--- src/rtl/demux1_4_if.sv ---
// demux1_4_if: bundles the data-side signals of the 1-to-4 demultiplexer.
//   master : drives din/din_valid/sync/auto_mode/s, observes channel and frame outputs
//   slave  : the demultiplexer itself
// Optional macro DEMUX_FRAME_CNT_EN adds the 16-bit frame_cnt signal.
interface demux1_4_if #(
  parameter int unsigned W = 1
);
  logic [W-1:0]   din;
  logic           din_valid;
  logic           sync;
  logic           auto_mode;
  logic [1:0]     s;
  logic [W-1:0]   a;
  logic [W-1:0]   b;
  logic [W-1:0]   c;
  logic [W-1:0]   d;
  logic [3:0]     ch_valid;
  logic [4*W-1:0] frame_out;
  logic           frame_done;
  logic           frame_err;
`ifdef DEMUX_FRAME_CNT_EN
  logic [15:0]    frame_cnt;

  modport master (
    output din, din_valid, sync, auto_mode, s,
    input  a, b, c, d, ch_valid, frame_out, frame_done, frame_err, frame_cnt
  );
  modport slave (
    input  din, din_valid, sync, auto_mode, s,
    output a, b, c, d, ch_valid, frame_out, frame_done, frame_err, frame_cnt
  );
`else
  modport master (
    output din, din_valid, sync, auto_mode, s,
    input  a, b, c, d, ch_valid, frame_out, frame_done, frame_err
  );
  modport slave (
    input  din, din_valid, sync, auto_mode, s,
    output a, b, c, d, ch_valid, frame_out, frame_done, frame_err
  );
`endif
endinterface

--- src/rtl/demux1_4.sv ---
// demux1_4: registered 1-to-4 demultiplexer for the receive side of a 4-slot TDM link.
// Routes din to channel a/b/c/d either by external select s (manual) or by a round-robin
// slot counter locked to a frame sync (auto), and rebuilds a per-frame parallel word.
// Ports:
//   clk  : system clock, rising edge
//   rst  : synchronous reset, active-high
//   bus  : demux1_4_if.slave (din, din_valid, sync, auto_mode, s in;
//          a, b, c, d, ch_valid, frame_out, frame_done, frame_err out)
// Optional macro DEMUX_FRAME_CNT_EN adds bus.frame_cnt, a 16-bit count of completed frames.
module demux1_4 #(
  parameter int unsigned W = 1
) (
  input logic       clk,
  input logic       rst,
  demux1_4_if.slave bus
);

  typedef enum logic [0:0] {StIdle, StRun} state_e;

  state_e         state_q, state_d;
  logic [1:0]     slot_q, slot_d;
  logic [W-1:0]   ch_q [4];
  logic [W-1:0]   ch_d [4];
  logic [3:0]     ch_valid_q, ch_valid_d;
  logic [4*W-1:0] frame_out_q, frame_out_d;
  logic           frame_done_q, frame_done_d;
  logic           frame_err_q, frame_err_d;

  logic           wr_en;
  logic [1:0]     wr_sel;

  always_comb begin
    state_d      = state_q;
    slot_d       = slot_q;
    frame_out_d  = frame_out_q;
    frame_done_d = 1'b0;
    frame_err_d  = 1'b0;
    wr_en        = 1'b0;
    wr_sel       = 2'd0;

    if (!bus.auto_mode) begin
      // Manual mode keeps the frame tracker parked so re-entering auto waits for a sync.
      state_d = StIdle;
      slot_d  = 2'd0;
      wr_en   = bus.din_valid;
      wr_sel  = bus.s;
    end else if (bus.din_valid) begin
      unique case (state_q)
        StIdle: begin
          // Words before the first sync are dropped silently.
          if (bus.sync) begin
            wr_en   = 1'b1;
            wr_sel  = 2'd0;
            slot_d  = 2'd1;
            state_d = StRun;
          end
        end
        StRun: begin
          wr_en = 1'b1;
          if (bus.sync) begin
            // Sync always restarts the frame; mid-frame it abandons the partial frame.
            frame_err_d = (slot_q != 2'd0);
            wr_sel      = 2'd0;
            slot_d      = 2'd1;
          end else begin
            wr_sel = slot_q;
            slot_d = slot_q + 2'd1;
            if (slot_q == 2'd3) begin
              frame_done_d = 1'b1;
              frame_out_d  = {bus.din, ch_q[2], ch_q[1], ch_q[0]};
            end
          end
        end
        default: state_d = StIdle;
      endcase
    end
  end

  always_comb begin
    for (int k = 0; k < 4; k++) begin
      ch_d[k]       = ch_q[k];
      ch_valid_d[k] = 1'b0;
    end
    if (wr_en) begin
      ch_d[wr_sel]       = bus.din;
      ch_valid_d[wr_sel] = 1'b1;
    end
  end

  always_ff @(posedge clk) begin
    if (rst) begin
      state_q      <= StIdle;
      slot_q       <= 2'd0;
      for (int k = 0; k < 4; k++) ch_q[k] <= '0;
      ch_valid_q   <= 4'd0;
      frame_out_q  <= '0;
      frame_done_q <= 1'b0;
      frame_err_q  <= 1'b0;
    end else begin
      state_q      <= state_d;
      slot_q       <= slot_d;
      for (int k = 0; k < 4; k++) ch_q[k] <= ch_d[k];
      ch_valid_q   <= ch_valid_d;
      frame_out_q  <= frame_out_d;
      frame_done_q <= frame_done_d;
      frame_err_q  <= frame_err_d;
    end
  end

  assign bus.a          = ch_q[0];
  assign bus.b          = ch_q[1];
  assign bus.c          = ch_q[2];
  assign bus.d          = ch_q[3];
  assign bus.ch_valid   = ch_valid_q;
  assign bus.frame_out  = frame_out_q;
  assign bus.frame_done = frame_done_q;
  assign bus.frame_err  = frame_err_q;

`ifdef DEMUX_FRAME_CNT_EN
  logic [15:0] frame_cnt_q, frame_cnt_d;

  always_comb begin
    frame_cnt_d = frame_cnt_q;
    if (frame_done_d) frame_cnt_d = frame_cnt_q + 16'd1;
  end

  always_ff @(posedge clk) begin
    if (rst) frame_cnt_q <= 16'd0;
    else     frame_cnt_q <= frame_cnt_d;
  end

  assign bus.frame_cnt = frame_cnt_q;
`endif

endmodule

--- src/flat_wrapper.sv ---
// flat-port wrapper written by rule: the top's interface ports become plain ports
module demux1_4_flat 
#(
  parameter int unsigned W = 1
)
  (clk, rst, bus_din, bus_din_valid, bus_sync, bus_auto_mode, bus_s, bus_a, bus_b, bus_c, bus_d, bus_ch_valid, bus_frame_out, bus_frame_done, bus_frame_err);
  demux1_4_if #(.W(W)) bus_i ();
  input logic clk;
  input logic rst;
  input wire logic [$bits(bus_i.din)-1:0] bus_din;
  input wire logic [$bits(bus_i.din_valid)-1:0] bus_din_valid;
  input wire logic [$bits(bus_i.sync)-1:0] bus_sync;
  input wire logic [$bits(bus_i.auto_mode)-1:0] bus_auto_mode;
  input wire logic [$bits(bus_i.s)-1:0] bus_s;
  output wire logic [$bits(bus_i.a)-1:0] bus_a;
  output wire logic [$bits(bus_i.b)-1:0] bus_b;
  output wire logic [$bits(bus_i.c)-1:0] bus_c;
  output wire logic [$bits(bus_i.d)-1:0] bus_d;
  output wire logic [$bits(bus_i.ch_valid)-1:0] bus_ch_valid;
  output wire logic [$bits(bus_i.frame_out)-1:0] bus_frame_out;
  output wire logic [$bits(bus_i.frame_done)-1:0] bus_frame_done;
  output wire logic [$bits(bus_i.frame_err)-1:0] bus_frame_err;
  assign bus_i.din = bus_din;
  assign bus_i.din_valid = bus_din_valid;
  assign bus_i.sync = bus_sync;
  assign bus_i.auto_mode = bus_auto_mode;
  assign bus_i.s = bus_s;
  assign bus_a = bus_i.a;
  assign bus_b = bus_i.b;
  assign bus_c = bus_i.c;
  assign bus_d = bus_i.d;
  assign bus_ch_valid = bus_i.ch_valid;
  assign bus_frame_out = bus_i.frame_out;
  assign bus_frame_done = bus_i.frame_done;
  assign bus_frame_err = bus_i.frame_err;
  demux1_4 #(.W(W)) u_core (.clk(clk), .rst(rst), .bus(bus_i));
endmodule
--- config.mk ---
export PLATFORM = sky130hd
export DESIGN_NAME = demux1_4_flat
export DESIGN_NICKNAME = d
export VERILOG_FILES = /design/src/rtl/demux1_4_if.sv /design/src/rtl/demux1_4.sv /design/src/flat_wrapper.sv
export SDC_FILE = /design/constraint.sdc
export NUM_CORES = 1
export LEC_CHECK = 0
export CORE_ASPECT_RATIO = 1.2
export CORE_MARGIN = 2
export CORE_UTILIZATION = 39
export DETAILED_ROUTE_END_ITERATION = 12
export PLACE_DENSITY = 0.73
export SYNTH_ARGS = -nofsm -noshare
export SYNTH_HDL_FRONTEND = slang
export SYNTH_SLANG_ARGS = --single-unit
--- constraint.sdc ---
create_clock -name clk -period 1.2 [get_ports clk]
set_input_delay 0.24 -clock clk [delete_from_list [all_inputs] [get_ports clk]]
set_output_delay 0.24 -clock clk [all_outputs]
set_load 0.005 [all_outputs]
## Word level (Yosys, flattened, before mapping)

Memories as Yosys holds them, arrays and structs flattened.
Index checks and enable logic that the tools add are counted.

| cells by class | value |
|---|---|
| add/sub/neg operators | 1 |
| magnitude comparators | 4 |
| eq/ne operators | 2 |
| muxes and demuxes | 26 |
| bitwise logic cells | 10 |
| reductions and logical operators | 9 |

Operators with widths:

| cell | number |
|---|---|
| two-way mux 1 bit | 14 |
| two-way mux 2 bit | 5 |
| OR reduction 5 bit | 2 |
| case mux 2 bit (2 select lines) | 2 |
| inverter 1 bit | 5 |
| AND reduction 5 bit | 1 |
| bitwise mux 4 bit | 1 |
| demux 1 bit (select 2 bit) | 2 |
| two-way mux 4 bit | 1 |
| bitwise OR 1 bit | 4 |
| OR reduction 2 bit | 2 |
| >= comparator 3 bit (second input constant) | 1 |
| < comparator 2 x 3 -> 1 bit (second input constant) | 1 |
| < comparator 3 x 1 -> 1 bit (second input constant) | 1 |
| inverter 2 -> 3 bit | 1 |
| adder 2 x 1 -> 2 bit (second input constant) | 1 |
| equality test 2 bit (second input constant) | 1 |
| >= comparator 2 x 1 -> 1 bit (second input constant) | 1 |
| logical AND 1 bit | 2 |
| inequality test 2 bit (second input constant) | 1 |
| case mux 1 bit (2 select lines) | 1 |
| AND reduction 2 bit | 1 |
| nonzero test 2 bit | 1 |

| word-level totals | value |
|---|---|
| register bits after elaboration | 13 |
| memory bits (writable) | 4 |
| input port bits | 8 |
| word-level logic and storage cells | 59 |
| memories kept | 1 |

Memories:

| name | depth | bits a word | rd ports | clocked after memory_dff | wr ports | RTL line | text |
|---|---|---|---|---|---|---|---|
| u_core.ch_q | 4 | 1 | 4 | 0 | 4 | demux1_4.sv:22 | `logic [W-1:0] ch_q [4];` |

## Longest topological paths before layout

Gate-level depths: netlist (run 1).

| logic depth | value |
|---|---|
| word-level depth | 12 |
| depth in mapped cells | 5 |
| depth with buffers taken out | 4 |

## Least setup slack after synthesis (run 1)

Ideal clock, no wire load.

| timing | value |
|---|---|
| path type | input port to flip-flop |
| start | input bus_din_valid |
| end | memory u_core.ch_q[0][0] |
| arrival time | 1.036 ns |
| slack | 0.032 ns |
| stages | 5 |
| path buffers | 1 |
| path through | buf_2 -> and4b_4 -> mux2_4 -> o21ai_1 -> a21oi_1 |

RTL lines:

| item | RTL line | text |
|---|---|---|
| start, declared | flat_wrapper.sv:11 | `input wire logic [$bits(bus_i.din_valid)-1:0] bus_din_valid;` |
| end, declared | demux1_4.sv:22 |  |

## Final worst setup path (run 1)

| timing | value |
|---|---|
| start | register u_core.slot_q[1] |
| end | register u_core.ch_valid_q[0] (netlist: u_core.bus.ch_valid[0]) |

| between the ends | value |
|---|---|
| longest elaborated chain between the ends | 8 |
| elaborated cells on any way between the ends | 9 |
| those cells by class | 2 x order compare; 6 x mux; 1 x reduce/logical |

Ends and longest elaborated chain:

| item | RTL line | text |
|---|---|---|
| start, declared | demux1_4.sv:21 | `logic [1:0] slot_q, slot_d;` |
| start signal, assigned | demux1_4.sv:101 | `slot_q <= slot_d;` |
| two-way mux 2 bit (*) | demux1_4.sv:60 | `if (bus.sync) begin` |
| case mux 2 bit (2 select lines) (*) | demux1_4.sv:48 | `unique case (state_q)` |
| two-way mux 2 bit (*) | demux1_4.sv:47 | `end else if (bus.din_valid) begin` |
| two-way mux 2 bit (*) | demux1_4.sv:41 | `if (!bus.auto_mode) begin` |
| < comparator 2 x 3 -> 1 bit (implied by the code) / >= comparator 2 x 1 -> 1 bit (equally long branches) | demux1_4.sv:86 | `ch_valid_d[wr_sel] = 1'b1;` |
| logical AND 1 bit (implied by the code) | demux1_4.sv:86 |  |
| two-way mux 1 bit (implied by the code) | demux1_4.sv:86 |  |
| demux 1 bit (select 2 bit) (*) | -- |  |
| end signal, assigned | demux1_4.sv:103 | `ch_valid_q <= ch_valid_d;` |
| end, declared | demux1_4.sv:24 | `logic [3:0] ch_valid_q, ch_valid_d;` |

Every way passes the cells marked *; elsewhere a longest branch is shown, timed or not.
A chain may end at the register's enable or synchronous reset.

==> impl_metrics.csv, run 1 <==
group,metric,value,unit
synth,ys_types,25,
critical_path,cp.required,1.42,ns
critical_path,start_kind,"flip-flop",
cells_and_area,ff_latch_area,353,µm²
global_routing,grt_pass1_wl,2720,µm
synth,synthAdderAreaFrac,3.55,%
global_routing,grt_max_degree,11,
detailed_routing,drt_wl_total,1600,µm
cts,cts-buffers-inserted,3,
floorplanning,fp.dieArea,0.00216,mm²
cells_and_area,final_cell_mix,"dlygate4sd2_1 (17), buf_4 (14), dfxtp_2 (10)",
synth,synth_nets,81,
cts,htree_levels,1,
synth,seq_area_frac_synth,48.3,%
power,p_seq_share,57.2,%
global_routing,grt-ovfl-total,0,
cells_and_area,finalNetCount,119,
power,netSwitchingPower,0.239,mW
placement,hpwl,1190,µm
synth,yosysWarningCount,0,
timing,rsz0062_at_grt,"true",
cells_and_area,syn2layout_area_growth,54.4,%
detailed_routing,drt_iter0_markers,9,
timing,fin_crit_sh,100,%
synth,synth_mux_area_share,9.77,%
placement,finalWeightedCongestion,0.735,
job,drv_cap,0,
critical_path,crit_path_end_kind,"flip-flop",
cells_and_area,multi_input_area,379,µm²
detailed_routing,detail-route-antenna-nets,0,
run_status,status,"complete, but fails checks",
synth,synth_xor_area_share,0,%
power,clockPowerShare,28.9,%
floorplanning,initial_core_util,42.4,%
synth,syn_area,704,µm²
cells_and_area,n_antenna_cell,0,
cts,path_clk_slew,0.10,ns
power,power_density,932,mW/mm²
synth,synth_top_cell_by_area,"dfxtp_1",
critical_path,crit_type,"reg -> reg",
timing,max-slew-margin-rel,81.1,%
cts,insertion_delay,0.28,ns
synth,synthTopCellsByArea,"dfxtp_1 (48%), mux2i_1 (5.7%), nor2_1 (3.7%), ha_1 (3.6%), a21oi_1 (2.8%)",
placement,placed_cell_area,0.00102,mm²
detailed_routing,vias,645,
timing,worst-slew-pin-transition,0.280,ns
timing,fin_crit,1.20,ns
cells_and_area,final_common_cell,"dlygate4sd2_1",
run_status,failed_checks,"setup timing",
power,combPwrFrac,13.9,%
cts,clock_tree.buffer_depth,2,
detailed_routing,vias_per_cell,5.12,
global_routing,first_global_vias,660,
global_routing,groute.usage.overall,16.4,%
floorplanning,io_pins,22,
critical_path,worstPathMaxFanout,5,
synth,syn_area_per_cell,9.92,µm²
power,swShare,23.6,%
timing,max_freq,832,MHz
floorplanning,die_w,42.8,µm
cells_and_area,num-fill-cells,157,
cts,cts_tree,"yes",
synth,synth_top_family_by_area,"simple AND/OR/NAND/NOR gates",
placement,dp_worst_setup_slack,-0.485,ns
timing,drv_slew,0,
synth,synth_cells,71,
timing,setup_viol,1,
cells_and_area,drive_gt1_share,34.3,%
detailed_routing,dr.pass1.iters,4,
detailed_routing,drc,0,
timing,setup_ws,-0.00194,ns
critical_path,cp.arrival,1.42,ns
floorplanning,fp.coreArea,0.00166,mm²
timing,tns,-0.00194,ns
synth,yosys.area_share.simple,22.9,%
power,intPower,0.774,mW
synth,synth-compound-area-share,12.6,%
cells_and_area,finish.instance_area,0.00109,mm²
floorplanning,rows,16,
synth,ys_ff_latch,17,
synth,yosys.area.top_type_share,48.3,%
min_path,hp-class,"in -> reg",
power,vdd_drop_max,722,µV
timing,clock_skew,0.00536,ns
cts,root_buffer,"clkbuf_4",
power,finalPower,1.01,mW
detailed_routing,wire_per_inst,12.7,µm
placement,io_buffers,21,
power,p_leak,0.526,nW
global_routing,antenna_found_initial,0,
timing,finalHoldViolCount,0,
floorplanning,fp.dieH,50.6,µm
cts,clock-sinks,17,
==> synth_stat cells, drive strengths merged <==
cell	instances
dfxtp	17
nor2	7
o21ai	6
mux2i	5
a21oi	4
nor3	4
inv	3
nand2b	3
nor2b	3
a211oi	2
and4b	2
ha	2
nand3	2
nand4b	2
o31ai	2
a211o	1
and2b	1
buf	1
clkbuf	1
mux2	1
nand2	1
nand4	1
==> cell families (layout without fill, tap and decap cells) <==
group           Yosys count  in the layout
fa+ha+maj                 2              2
mux                       6              6
simple gates             26             26
compound gates           15             15
flops                    17             17
buf+inv                   5             42
==> worst paths after layout <==
path / from / end / slack [ns] / cells past startpoint
max: u_core.slot_q[1] / u_core.bus.ch_valid[0] / -0.002 / 4
min: bus_sync / u_core.state_q / 0.46 / 3
max reg2reg: u_core.slot_q[1] / u_core.bus.ch_valid[0] / -0.002 / 4
min reg2reg: u_core.slot_q[1] / u_core.slot_q[1] / 0.49 / 2
==> flip-flops by register name, summed over array words and instances, names as in the netlist <==
register and count:
u_core.bus.ch_valid 4, u_core.bus.frame_out 4, u_core.ch_q 4, u_core.slot_q 2, u_core.bus.frame_done 1, u_core.bus.frame_err 1, u_core.state_q 1
==> through the flow <==
step,utilization [%],hold slack (ns),instances
after global placement,61.3,0.477,120
after detailed placement,61.3,0.491,120
after global routing,65.4,0.476,126
final,65.4,0.459,126
after floorplan,-,0.319,71
after CTS,63.8,0.445,126
==> worst max-delay path, stage by stage, from the launching register on <==
cell,delay [ns]
dfxtp_2,0.35
nand2b_1,0.17
a211o_1,0.35
buf_4,0.16
nor3_2,0.10
==> cell type report <==
cell class / instances / area share (%)
Clock buffer: 3 / 2.07
Clock inverter: 1 / 0.460
Inverter: 3 / 1.04
Multi-Input combinational cell: 49 / 34.9
Sequential cell: 17 / 32.5
Tap cell: 18 / 2.07
Timing Repair Buffer: 35 / 27.0
==> metal layers <==
| metal | vias to the layer above | GRT usage [%] | wire, µm |
|---|---|---|---|
| met4 | 0 | 7.81 | 13 |
| met3 | 2 | 2.52 | 74 |
| met5 | - | 0 | 0 |
| li1 | 326 | - | - |
| met1 | 302 | 16.7 | 629 |
| met2 | 15 | 31.3 | 886 |
==> power by group through the flow <==
stage                     registers, mW  clock network, mW  logic, mW
after global placement            0.593                  0      0.130
after floorplan                   0.593                  0     0.0500
after global routing              0.582              0.336      0.154
after CTS                         0.580              0.308      0.132
final                             0.580              0.293      0.141
after detailed placement          0.593                  0      0.133
==> what timing repair did <==
action | 4_1_cts | 5_1_grt
hold buffers | 0 | 0
pin swaps | 0 | 0
setup buffers | 2 | 0
resized for setup | 28 | 7
endpoints found under the setup margin | 26 | 11
Power figures use the tool's default switching activity.
==> run 2, diff against run 1 <==
- CTS_CLUSTER_SIZE: default -> 10
==> results of run 2 <==
No change in the layout: final DEF, timing and power equal those of run 1.
